**src/rtl/packer_if.sv**
```systemverilog
// Handshake bundle for the packer: value stream in, packed rows out.
// The master side is the producer/consumer pair around the packer; the slave side is the packer.
interface packer_if #(
   parameter int BIT_WIDTH = 16,
   parameter int PREC_BITS = 5
);
   logic [BIT_WIDTH-1:0] i_in;
   logic [PREC_BITS-1:0] i_prec;
   logic                 i_valid;
   logic                 i_flush;
   logic                 o_ready;
   logic [BIT_WIDTH-1:0] o_out;
   logic                 o_valid;
   logic                 i_out_ready;

   modport master (
      output i_in, i_prec, i_valid, i_flush, i_out_ready,
      input  o_ready, o_out, o_valid
   );

   modport slave (
      input  i_in, i_prec, i_valid, i_flush, i_out_ready,
      output o_ready, o_out, o_valid
   );
endinterface

```
**src/rtl/packer.sv**
```systemverilog
// Packs a stream of P-bit values densely into BIT_WIDTH-bit rows, first value at the LSBs.
// Values may straddle rows; a flush emits the zero-padded partial row.
module packer #(
   parameter int BIT_WIDTH = 16,
   parameter int PREC_BITS = 5
) (
   input  logic     clk,
   input  logic     i_rst_n,
   packer_if.slave  bus
);
   localparam int NW = $clog2(2 * BIT_WIDTH);

   typedef enum logic {PACK, FLUSH_PEND} state_e;

   state_e                 state_q, state_d;
   logic [2*BIT_WIDTH-1:0] acc_q, acc_d;
   logic [NW-1:0]          cnt_q, cnt_d;
   logic [BIT_WIDTH-1:0]   out_q, out_d;
   logic                   valid_q, valid_d;

   logic [NW-1:0]          p_eff;
   logic [BIT_WIDTH-1:0]   mask;
   logic [BIT_WIDTH-1:0]   v;
   logic [2*BIT_WIDTH-1:0] t;
   logic [NW-1:0]          n;
   logic                   drain;
   logic                   emit;

   always_comb begin
      state_d = state_q;
      acc_d   = acc_q;
      cnt_d   = cnt_q;
      out_d   = out_q;
      valid_d = valid_q;
      emit    = 1'b0;

      // Precision 0 or out of range means a full-width value.
      if (bus.i_prec == '0 || bus.i_prec > PREC_BITS'(BIT_WIDTH))
         p_eff = NW'(BIT_WIDTH);
      else
         p_eff = NW'(bus.i_prec);

      for (int i = 0; i < BIT_WIDTH; i++)
         mask[i] = (i < int'(p_eff));

      v     = bus.i_in & mask;
      t     = acc_q | ({{BIT_WIDTH{1'b0}}, v} << cnt_q);
      n     = cnt_q + p_eff;
      drain = ~valid_q | bus.i_out_ready;

      bus.o_ready = (state_q == PACK) && drain;

      if (drain)
         valid_d = 1'b0;

      case (state_q)
         PACK: begin
            if (bus.o_ready) begin
               if (bus.i_valid) begin
                  if (n >= NW'(BIT_WIDTH)) begin
                     emit    = 1'b1;
                     out_d   = t[BIT_WIDTH-1:0];
                     valid_d = 1'b1;
                     acc_d   = t >> BIT_WIDTH;
                     cnt_d   = n - NW'(BIT_WIDTH);
                  end else begin
                     acc_d = t;
                     cnt_d = n;
                  end
               end
               // Bits above cnt are always zero, so the remainder is already padded.
               if (bus.i_flush && cnt_d != '0) begin
                  if (emit) begin
                     state_d = FLUSH_PEND;
                  end else begin
                     out_d   = acc_d[BIT_WIDTH-1:0];
                     valid_d = 1'b1;
                     acc_d   = '0;
                     cnt_d   = '0;
                  end
               end
            end
         end
         FLUSH_PEND: begin
            if (drain) begin
               out_d   = acc_q[BIT_WIDTH-1:0];
               valid_d = 1'b1;
               acc_d   = '0;
               cnt_d   = '0;
               state_d = PACK;
            end
         end
         default: state_d = PACK;
      endcase
   end

   always_ff @(posedge clk) begin
      if (!i_rst_n) begin
         state_q <= PACK;
         acc_q   <= '0;
         cnt_q   <= '0;
         out_q   <= '0;
         valid_q <= 1'b0;
      end else begin
         state_q <= state_d;
         acc_q   <= acc_d;
         cnt_q   <= cnt_d;
         out_q   <= out_d;
         valid_q <= valid_d;
      end
   end

   assign bus.o_out   = out_q;
   assign bus.o_valid = valid_q;
endmodule

```
**src/flat_wrapper.sv**
```systemverilog
// flat-port wrapper written by rule: the top's interface ports become plain ports
module packer_flat 
#(
   parameter int BIT_WIDTH = 16,
   parameter int PREC_BITS = 5
)
  (clk, i_rst_n, bus_i_in, bus_i_prec, bus_i_valid, bus_i_flush, bus_i_out_ready, bus_o_ready, bus_o_out, bus_o_valid);
  packer_if #(.BIT_WIDTH(BIT_WIDTH), .PREC_BITS(PREC_BITS)) bus_i ();
  input  logic clk;
  input  logic i_rst_n;
  input wire logic [$bits(bus_i.i_in)-1:0] bus_i_in;
  input wire logic [$bits(bus_i.i_prec)-1:0] bus_i_prec;
  input wire logic [$bits(bus_i.i_valid)-1:0] bus_i_valid;
  input wire logic [$bits(bus_i.i_flush)-1:0] bus_i_flush;
  input wire logic [$bits(bus_i.i_out_ready)-1:0] bus_i_out_ready;
  output wire logic [$bits(bus_i.o_ready)-1:0] bus_o_ready;
  output wire logic [$bits(bus_i.o_out)-1:0] bus_o_out;
  output wire logic [$bits(bus_i.o_valid)-1:0] bus_o_valid;
  assign bus_i.i_in = bus_i_in;
  assign bus_i.i_prec = bus_i_prec;
  assign bus_i.i_valid = bus_i_valid;
  assign bus_i.i_flush = bus_i_flush;
  assign bus_i.i_out_ready = bus_i_out_ready;
  assign bus_o_ready = bus_i.o_ready;
  assign bus_o_out = bus_i.o_out;
  assign bus_o_valid = bus_i.o_valid;
  packer #(.BIT_WIDTH(BIT_WIDTH), .PREC_BITS(PREC_BITS)) u_core (.clk(clk), .i_rst_n(i_rst_n), .bus(bus_i));
endmodule
```
**config.mk**
```make
export PLATFORM = sky130hd
export DESIGN_NAME = packer_flat
export DESIGN_NICKNAME = d
export VERILOG_FILES = /design/src/rtl/packer_if.sv /design/src/rtl/packer.sv /design/src/flat_wrapper.sv
export SDC_FILE = /design/constraint.sdc
export NUM_CORES = 1
export LEC_CHECK = 0
export CAP_MARGIN = 5
export CELL_PAD_IN_SITES_DETAIL_PLACEMENT = 0
export CELL_PAD_IN_SITES_GLOBAL_PLACEMENT = 2
export CORE_MARGIN = 2
export CORE_UTILIZATION = 34
export DETAILED_ROUTE_END_ITERATION = 6
export PLACE_DENSITY_LB_ADDON = 0.1
export SYNTH_ARGS = -nofsm -noshare
export SYNTH_HDL_FRONTEND = slang
export SYNTH_SLANG_ARGS = --single-unit
```
**constraint.sdc**
```tcl
create_clock -name clk -period 5.2 [get_ports clk]
set_clock_uncertainty 0.2 [all_clocks]
set_input_delay 1.04 -clock clk [delete_from_list [all_inputs] [get_ports clk]]
set_output_delay 1.04 -clock clk [all_outputs]
set_load 0.005 [all_outputs]
```
# [Word level (Yosys, flattened, before mapping)]
# Index checks and enable logic that the tools add are counted.
[classes] add_sub_neg=2 order_cmp=18 eq_ne=2 shifts=1 muxes=41 n_bitwise=5 n_reduce_logical=6
[op_table] op="32-bit 2-to-1 mux" count=6
[op_table] op="16-bit 2-to-1 mux" count=6
[op_table] op="32-bit case mux with 2 select lines" count=1
[op_table] op="5-bit 2-to-1 mux" count=9
[op_table] op="4-bit by 5-bit less-than comparator with 1-bit output (first input constant)" count=8
[op_table] op="32-bit OR" count=1
[op_table] op="16-bit case mux with 2 select lines" count=1
[op_table] op="16-bit by 5-bit << shifter with 32-bit output" count=1
[op_table] op="3-bit by 5-bit less-than comparator with 1-bit output (first input constant)" count=4
[op_table] op="16-bit AND" count=1
[op_table] op="1-bit 2-to-1 mux" count=15
[op_table] op="1-bit by 5-bit less-than comparator with 1-bit output (first input constant)" count=2
[op_table] op="2-bit by 5-bit less-than comparator with 1-bit output (first input constant)" count=2
[op_table] op="5-bit case mux with 2 select lines" count=1
[op_table] op="5-bit adder" count=1
[op_table] op="5-bit >= comparator (second input constant)" count=1
[op_table] op="5-bit > comparator (second input constant)" count=1
[op_table] op="5-bit zero test" count=1
[op_table] op="5-bit nonzero test" count=1
[op_table] op="5-bit subtractor (second input constant)" count=1
[op_table] op="2-bit inequality test (second input constant)" count=2
[op_table] op="1-bit case mux with 2 select lines" count=2
[op_table] op="1-bit logical AND" count=2
[op_table] op="1-bit inverter" count=2
[op_table] op="other kinds (3)" count=3
[totals] ff_bits=55 in_bits=26 output_inout_bits=18

# [Logic depth before layout (Yosys ltp)]
# Gate-level depths: netlist of the first run.
[depth] word_depth=14 ltp_mapped=17

# [Worst setup path after synthesis of the first run]
# No wires, ideal clock.
[synth_timing] kind="input to register" start="in bus_i_prec[3]" end="reg u_core.acc_q[9]" t_arrival_ns=4.096 required_ns=4.883 slack_ns=0.787 cell_stages=15 path_cell_list="buf_6 nor4_4 inv_1 ha_1 buf_2 nor2b_1 ha_1 ha_1 o21bai_1 a31oi_1 xnor3_1 and2_1 buf_2 a211o_1 a32o_1"
[synth_via] elab_chain_len=14 elab_cells_between_ends=42 classes_between="2 x add/sub; 18 x order compare; 1 x shift; 15 x mux; 2 x bitwise; 4 x reduce/logical"
[synth_rtl] item="start: declaration" line_no="flat_wrapper.sv:12" source="input wire logic [$bits(bus_i.i_prec)-1:0] bus_i_prec;"
[synth_rtl] item="5-bit > comparator / 5-bit zero test (equally long branches)" line_no="packer.sv:38" source="if (bus.i_prec == '0 || bus.i_prec > PREC_BITS'(BIT_WIDTH))"
[synth_rtl] item="1-bit logical OR" line_no="packer.sv:38"
[synth_rtl] item="5-bit 2-to-1 mux (*)" line_no="packer.sv:38"
[synth_rtl] item="5-bit adder" line_no="packer.sv:48" source="n = cnt_q + p_eff;"
[synth_rtl] item="5-bit subtractor / 5-bit >= comparator (equally long branches)" line_no="packer.sv:65, packer.sv:60"
[synth_rtl] item="5-bit 2-to-1 mux" line_no="packer.sv:60" source="if (n >= NW'(BIT_WIDTH)) begin"
[synth_rtl] item="5-bit 2-to-1 mux" line_no="packer.sv:59" source="if (bus.i_valid) begin"
[synth_rtl] item="5-bit 2-to-1 mux" line_no="packer.sv:58" source="if (bus.o_ready) begin"
[synth_rtl] item="5-bit 2-to-1 mux" line_no="packer.sv:56" source="case (state_q)"
[synth_rtl] item="5-bit nonzero test" line_no="packer.sv:72" source="if (bus.i_flush && cnt_d != '0) begin"
[synth_rtl] item="1-bit logical AND" line_no="packer.sv:72"
[synth_rtl] item="32-bit 2-to-1 mux (*)" line_no="packer.sv:72"
[synth_rtl] item="32-bit 2-to-1 mux (*)" line_no="packer.sv:58"
[synth_rtl] item="32-bit case mux with 2 select lines (*)" line_no="packer.sv:56"
[synth_rtl] item="end signal: assignment" line_no="packer.sv:100" source="acc_q <= '0;"
[synth_rtl] item="end signal: assignment" line_no="packer.sv:106" source="acc_q <= acc_d;"
[synth_rtl] item="end: declaration" line_no="packer.sv:16" source="logic [2*BIT_WIDTH-1:0] acc_q, acc_d;"
# Every way passes the cells marked *; elsewhere a longest branch is shown, timed or not. The select of a mux whose other input is x is not followed.
# A chain may end at the register's enable or synchronous reset.

# [Worst setup path after layout of the first run]
[layout_timing] start="in bus_i_prec[3]" end="reg u_core.out_q[1], in the netlist u_core.bus.o_out[1]"
[layout_via] elab_chain_len=14 elab_cells_between_ends=44 classes_between="2 x add/sub; 18 x order compare; 1 x shift; 17 x mux; 2 x bitwise; 4 x reduce/logical"
[layout_rtl] item="5-bit > comparator / 5-bit zero test (equally long branches)" line_no="packer.sv:38"
[layout_rtl] item="1-bit logical OR" line_no="packer.sv:38"
[layout_rtl] item="5-bit 2-to-1 mux (*)" line_no="packer.sv:38"
[layout_rtl] item="5-bit adder" line_no="packer.sv:48"
[layout_rtl] item="5-bit subtractor / 5-bit >= comparator (equally long branches)" line_no="packer.sv:65, packer.sv:60"
[layout_rtl] item="5-bit 2-to-1 mux" line_no="packer.sv:60"
[layout_rtl] item="5-bit 2-to-1 mux" line_no="packer.sv:59"
[layout_rtl] item="5-bit 2-to-1 mux" line_no="packer.sv:58"
[layout_rtl] item="5-bit 2-to-1 mux" line_no="packer.sv:56"
[layout_rtl] item="5-bit nonzero test" line_no="packer.sv:72"
[layout_rtl] item="1-bit logical AND" line_no="packer.sv:72"
[layout_rtl] item="16-bit 2-to-1 mux (*)" line_no="packer.sv:72"
[layout_rtl] item="16-bit 2-to-1 mux (*)" line_no="packer.sv:58"
[layout_rtl] item="16-bit case mux with 2 select lines (*)" line_no="packer.sv:56"
[layout_rtl] item="end signal: assignment" line_no="packer.sv:108" source="out_q <= out_d;"
[layout_rtl] item="end: declaration" line_no="packer.sv:18" source="logic [BIT_WIDTH-1:0] out_q, out_d;"
# Marked as above.

==> run metrics, run 1 <==
flop2flop setup slack=1.29 ns; worst path required time=5.19 ns; Synth Area per Inst=7.87 um^2; R2R Path End=u_core.acc_q[15]; clock sink total=55; setup repair after global routing missed its margin=false; hold-critical path depth=2; sequential fraction of the synthesis area=24.6%; Reg2Reg Launch Point=u_core.cnt_q[2]; Commonest cells post-synth=nand2_1 (66), dfxtp_1 (55), a21oi_1 (39), nor2_1 (38); Max Cap Viol=0; CTS Hold Bufs=0; # H-tree levels=2; Core Box Area=12700 um^2; Initial Utilization=35.2%; top post-synthesis cells by area=dfxtp_1 (25%), nand2_1 (5.5%), a21oi_1 (4.4%); first-pass GRT wire length=25.7 mm; period utilization=90.8%; CP endpoint kind=flop; min-delay src=u_core.acc_q[3]; ys async rst share=0%; vias in the first global route=4497; worst-skew pair later-pin latency=0.30 ns; #FFs+latches synth=55; largest net degree at the start of global routing=34; peak supply drop=0.130 mV; Final Critical Period=4.72 ns; Slew Limit Headroom=35.8%; final setup vio count=0; Die Span X=119 um; fmax=0.212 GHz; overflow left after global routing=0; P_leak=1.90 nW; leading area contributor after synthesis=dfxtp_1; placer congestion estimate=0.854; count leader, synth=nand2_1; number of synthesis warnings=0; Mapped Area=4480 um^2; WS Path Type=input port to flop; Power Density=252 nW/um^2; port buffer count=43; Yosys cell types=86; Worst-path clk slew=0.08 ns; Mapped Cells=569; dpl hpwl=12.2 mm; depth of the most critical reg-to-reg path=8; initial antenna violation count=0; Worst Hold Class=flop to flop; ratio of cells with drive above 1 in the final layout=11.8%; chip height=119 um; Core Rows=41; final hold vios=0; WL/cell=20.6 um; GRT Util Overall=23.0%; Crit Path Max Fanout=8; Num CTS Buffers=5; P&R area growth vs syn=16.5%; # nets final=629; Detail Route Antenna Nets=0; die area=14100 um^2; Crit path top cell by count=ha_1; Synth top area share=24.6%; Buf/Inv on CP=2; EDFF count, synth=0; CP max stage delay=0.46 ns; Finished Core Util=41.0%; DR DRC count=0; Slowest-stage cell, CP=clkdlybuf4s50_1; Worst Path Arrival=4.71 ns; CP cell instances=clkdlybuf4s50_1 > nor4_4 > inv_1 > ha_1 > nor2b_1 > ha_1 > ha_1 > or2b_1 > mux2i_1 > a31o_2 > xnor2_2 > o31ai_4 > nand3_1 > a21o_1 > o311a_1; Slew Limit Fails=0; Worst-Margin Slew=0.961 ns; CTS tree=built; DR iter-0 viols=479; setup_tns=0 ns; Top Ports=44; crit-path leading delay family=simple AND/OR/NAND/NOR gates; first-pass detailed-route iteration total=5; CP Launch Type=input port; Hold Path Sink=u_core.acc_q[3]; detailed-route via count=4653; Antenna diodes=0; syn_nets=599; Max Buffers Root-to-Sink=2; DR vias/cell=6.03; status=completed; top_reg_cell synth=dfxtp_1; Post-Route WL=15.9 mm; clock root cell=clkbuf_16
[worst reg2reg max path, cell delays in order (launching register included)]
cell,delay (ns)
dfxtp_1,0.95
inv_2,0.48
a2111oi_0,0.58
a31oi_1,0.20
a222oi_1,0.83
and3_1,0.26
a21o_1,0.10
or3_1,0.10
a32o_1,0.16
[worst max path at each step]
stage | from | endpoint | cells past startpoint
after floorplan | bus_i_prec[3] | u_core.acc_q[9] | 15
after global placement | bus_i_prec[3] | u_core.acc_q[31] | 15
after detailed placement | bus_i_prec[3] | u_core.acc_q[11] | 15
after CTS | bus_i_prec[3] | u_core.acc_q[11] | 15
after global routing | bus_i_prec[3] | u_core.bus.o_out[1] | 15
final | bus_i_prec[3] | u_core.bus.o_out[1] | 15
[what timing repair did]
action                     CTS  global route
buffers inserted             0             0
gates resized for setup      0             1
setup endpoints to repair    0             1
[power breakdown]
group,internal (mW),switching [mW]
logic,0.193,0.278
clock network,0.186,0.179
registers,0.453,0.0272
[layer usage]
| metal | part of all wire [%] | track usage, % | up-vias |
|---|---|---|---|
| met5 | 0 | 0 | - |
| met4 | 1.5 | 5.65 | 0 |
| met3 | 5.2 | 2.94 | 19 |
| met1 | 48 | 33.9 | 2250 |
| li1 | - | - | 2243 |
| met2 | 46 | 35.1 | 141 |
[kinds of logic after synthesis]
group	Yosys count	share of synthesized area, %
AO/OA/AOI/OAI	222	37.0
XOR/XNOR	4	1.26
adder cells (fa/ha/maj)	4	1.12
buffers and inverters	68	7.65
flip-flops	55	24.6
multiplexers	25	6.34
AND/OR/NAND/NOR	191	22.1
[cells in the final DEF (no fill, tap or decap), types with 13 or more instances in the layout]
| cell | instances |
|---|---|
| nor3_1 | 17 |
| nor2_1 | 38 |
| o211ai_1 | 14 |
| o21ai_0 | 21 |
| inv_1 | 18 |
| mux2i_1 | 18 |
| clkdlybuf4s50_1 | 43 |
| nand2_1 | 66 |
| a31oi_1 | 13 |
| buf_4 | 26 |
| o21ai_1 | 14 |
| a21oi_1 | 39 |
| dfxtp_1 | 55 |
[through the flow]
step                power [mW]  std cells  instance area (um^2)  hold WS (ns)  worst slack [ns]
global route              1.38        772                  5220         0.276             0.117
floorplan                0.782        569                  4480         0.216             0.787
CTS                       1.32        772                  5220         0.249             0.367
detailed placement       0.956        764                  5060         0.237            0.0857
global placement         0.957        764                  5060         0.231             0.166
finish                    1.32        772                  5220         0.245             0.479
[area by class of cell]
cell class | count | area [um^2]
multi-input cells | 446 | 3040
repair buffers | 69 | 626
clock buffers | 5 | 125
clock inverters | 3 | 33.8
inverters | 22 | 82.6
well taps | 172 | 215
fillers | 1357 | 7500
flip-flops and latches | 55 | 1100
[flip-flops by register name, indices dropped and copies added, names as in the netlist]
name	cells
u_core.state_q	1
u_core.cnt_q	5
u_core.acc_q	32
u_core.bus.o_out	16
u_core.bus.o_valid	1
Power figures use the tool's default switching activity.
==> inputs of run 2 (changes only) <==
CORE_UTILIZATION = 32   (was 34)
==> run metrics, run 2 (synthesis results as in run 1) <==
status=completed; CP endpoint kind=flop; port buffer count=43 (unchanged); # nets final=632 (+0.48%); CP cell instances=clkdlybuf4s50_1 > nor4_4 > inv_1 > ha_1 > nor2b_1 > ha_1 > ha_1 > o21bai_1 > a31oi_1 > xnor3_1 > nand2_1 > a2111oi_0 > buf_4 > o31ai_1 > a211o_1; peak supply drop=0.161 mV (+24%); flop2flop setup slack=1.52 ns (+0.23 ns); dpl cells=775 (+1.4%); most frequent cells in the layout=nand2_1 (66), dfxtp_1 (55), clkdlybuf4s50_1 (43); final setup vio count=0 (unchanged); CTS tree=built; Core Rows=43 (+4.9%); setup repair bufs after CTS=0 (unchanged); # H-tree levels=2 (unchanged); Worst-path clk slew=0.08 ns (about the same); Max Cap Viol=0 (unchanged); Final WS setup=0.403 ns (-0.0761 ns); WL met2=8.06 mm (+12%); worst-skew pair later-pin latency=0.30 ns (about the same); P&R area growth vs syn=17.2%; Worst-Margin Slew=0.917 ns (-0.0437 ns); hold-critical path depth=2 (unchanged); overflow left after global routing=0 (unchanged); wl on met1=8.17 mm (+7.8%); CP Launch Type=input port; Detail Route Antenna Nets=0 (unchanged); Num CTS Buffers=5 (unchanged); WL/cell=21.7 um (+5.5%); Worst Path Arrival=4.79 ns (+0.08 ns); Top Ports=44 (unchanged); detailed-route via count=4598 (-1.2%); WS Path Type=input port to flop; R2R Path End=u_core.acc_q[11]; GRT Util Overall=23.2% (+0.23 points); Crit path top cell by count=ha_1; placer congestion estimate=0.902 (+5.7%); Die Span X=122 um (+3.0%); initial antenna violation count=0 (unchanged); vias in the first global route=4671 (+3.9%); P_leak=1.92 nW (+0.86%); DR DRC count=0 (unchanged); Worst Hold Class=flop to flop; CP max stage delay=0.67 ns (+0.21 ns); Crit Path Max Fanout=5 (-3); chip height=122 um (+3.0%); largest net degree at the start of global routing=34 (unchanged); Slew Limit Headroom=38.8% (+2.9 points); fin area=5250 um^2 (+0.60%); first-pass GRT wire length=26.9 mm (+4.7%); Slew Limit Fails=0 (unchanged); ratio of cells with drive above 1 in the final layout=12.1% (+0.27 points); Antenna diodes=0 (unchanged); setup_tns=0 ns (unchanged); first-pass detailed-route iteration total=4 (-1); DR iter-0 viols=480 (+0.21%); Core Box Area=13800 um^2 (+8.3%); Finished Layout Cells=783 (+1.4%); period utilization=92.3% (+1.5 points); most common cell after layout, fill and taps aside=nand2_1; fmax=0.208 GHz (-1.6%); worst path required time=5.19 ns (about the same); Initial Utilization=32.5% (-2.7 points); CTS resizes=0 (unchanged); Power Density=254 nW/um^2 (+0.86%); min-delay src=u_core.acc_q[3]; dpl hpwl=12.8 mm (+4.9%); Slowest-stage cell, CP=a2111oi_0; Hold Path Sink=u_core.acc_q[3]; placed instance area=5090 um^2 (+0.64%); CTS Hold Bufs=0 (unchanged); DR vias/cell=5.87 (-2.6%); Biggest register=u_core.acc_q; Reg2Reg Launch Point=u_core.cnt_q[2]; Final Critical Period=4.80 ns (+0.0761 ns); Post-Route WL=17.0 mm (+7.0%); final hold vios=0 (unchanged); Max Buffers Root-to-Sink=2 (unchanged); setup repair after global routing missed its margin=false; die area=15000 um^2 (+6.0%); depth of the most critical reg-to-reg path=8 (unchanged); clock sink total=55 (unchanged); Max Used Layer=met4; clock root cell=clkbuf_16; max reg flops=32 (unchanged); WL met3=596 um (-28%); Setup WS pre-CTS=0.0252 ns (-0.0606 ns)
==> run 2: changes by cell type in the layout (fill, tap and decap cells not counted) <==
cell / previous run / this run
buf_4: 26 / 29
and2_1: 4 / 5
inv_8: 0 / 1
clkinv_8: 1 / 0
and2_2: 1 / 0
clkbuf_8: 0 / 1
inv_6: 1 / 0
==> run 2: how the worst max path moves through the flow <==
stage	start	endpoint	slack, ns
after CTS	bus_i_prec[2]	u_core.bus.o_out[12]	0.32
after floorplan	bus_i_prec[3]	u_core.acc_q[9]	0.79
final	bus_i_prec[2]	u_core.bus.o_out[12]	0.40
after global routing	bus_i_prec[3]	u_core.acc_q[19]	0.09
after global placement	bus_i_prec[2]	u_core.bus.o_out[12]	-0.01
after detailed placement	bus_i_prec[2]	u_core.bus.o_out[12]	0.03
==> run 2: report_power, final <==
group / total, mW / switching (mW) / leakage, nW / internal, mW
Clock: 0.374 / 0.177 / 0.0790 / 0.197
Combinational: 0.481 / 0.285 / 1.39 / 0.196
Sequential: 0.479 / 0.0269 / 0.448 / 0.453
==> run 2: final cells by class <==
type / instances / area (um^2)
inverter: 22 / 82.6
sequential: 55 / 1100
multi-input combinational: 446 / 3040
fill: 1492 / 8520
tap: 180 / 225
timing repair buffer: 72 / 648
clock inverter: 2 / 20.0
clock buffer: 6 / 139
==> run 2: metal layers <==
metal / vias up / GRT usage, %
met3: 12 / 3.39
met5: - / 0
met4: 0 / 3.59
li1: 2240 / -
met1: 2263 / 32.8
met2: 83 / 38.1
==> run 2: worst max-delay path, delay by kind of cell <==
kind                     cells  cell delay [ns]
adder cells (fa/ha/maj)      3             0.80
AO/OA/AOI/OAI                5             1.47
buffers and inverters        3             0.78
AND/OR/NAND/NOR              3             0.48
XOR/XNOR                     1             0.21
==> run 2: per-stage QoR <==
step	power (mW)	utilization (%)	hold slack, ns
floorplan	0.782	-	0.216
global placement	0.969	37.0	0.226
detailed placement	0.967	37.0	0.236
CTS	1.34	38.1	0.245
global route	1.40	38.1	0.274
finish	1.33	38.1	0.247
==> inputs of run 3 (changes only) <==
TNS_END_PERCENT = 50   (was default)
==> results of run 3 <==
Same layout as run 2: the final DEF is identical, and so are final timing and power.
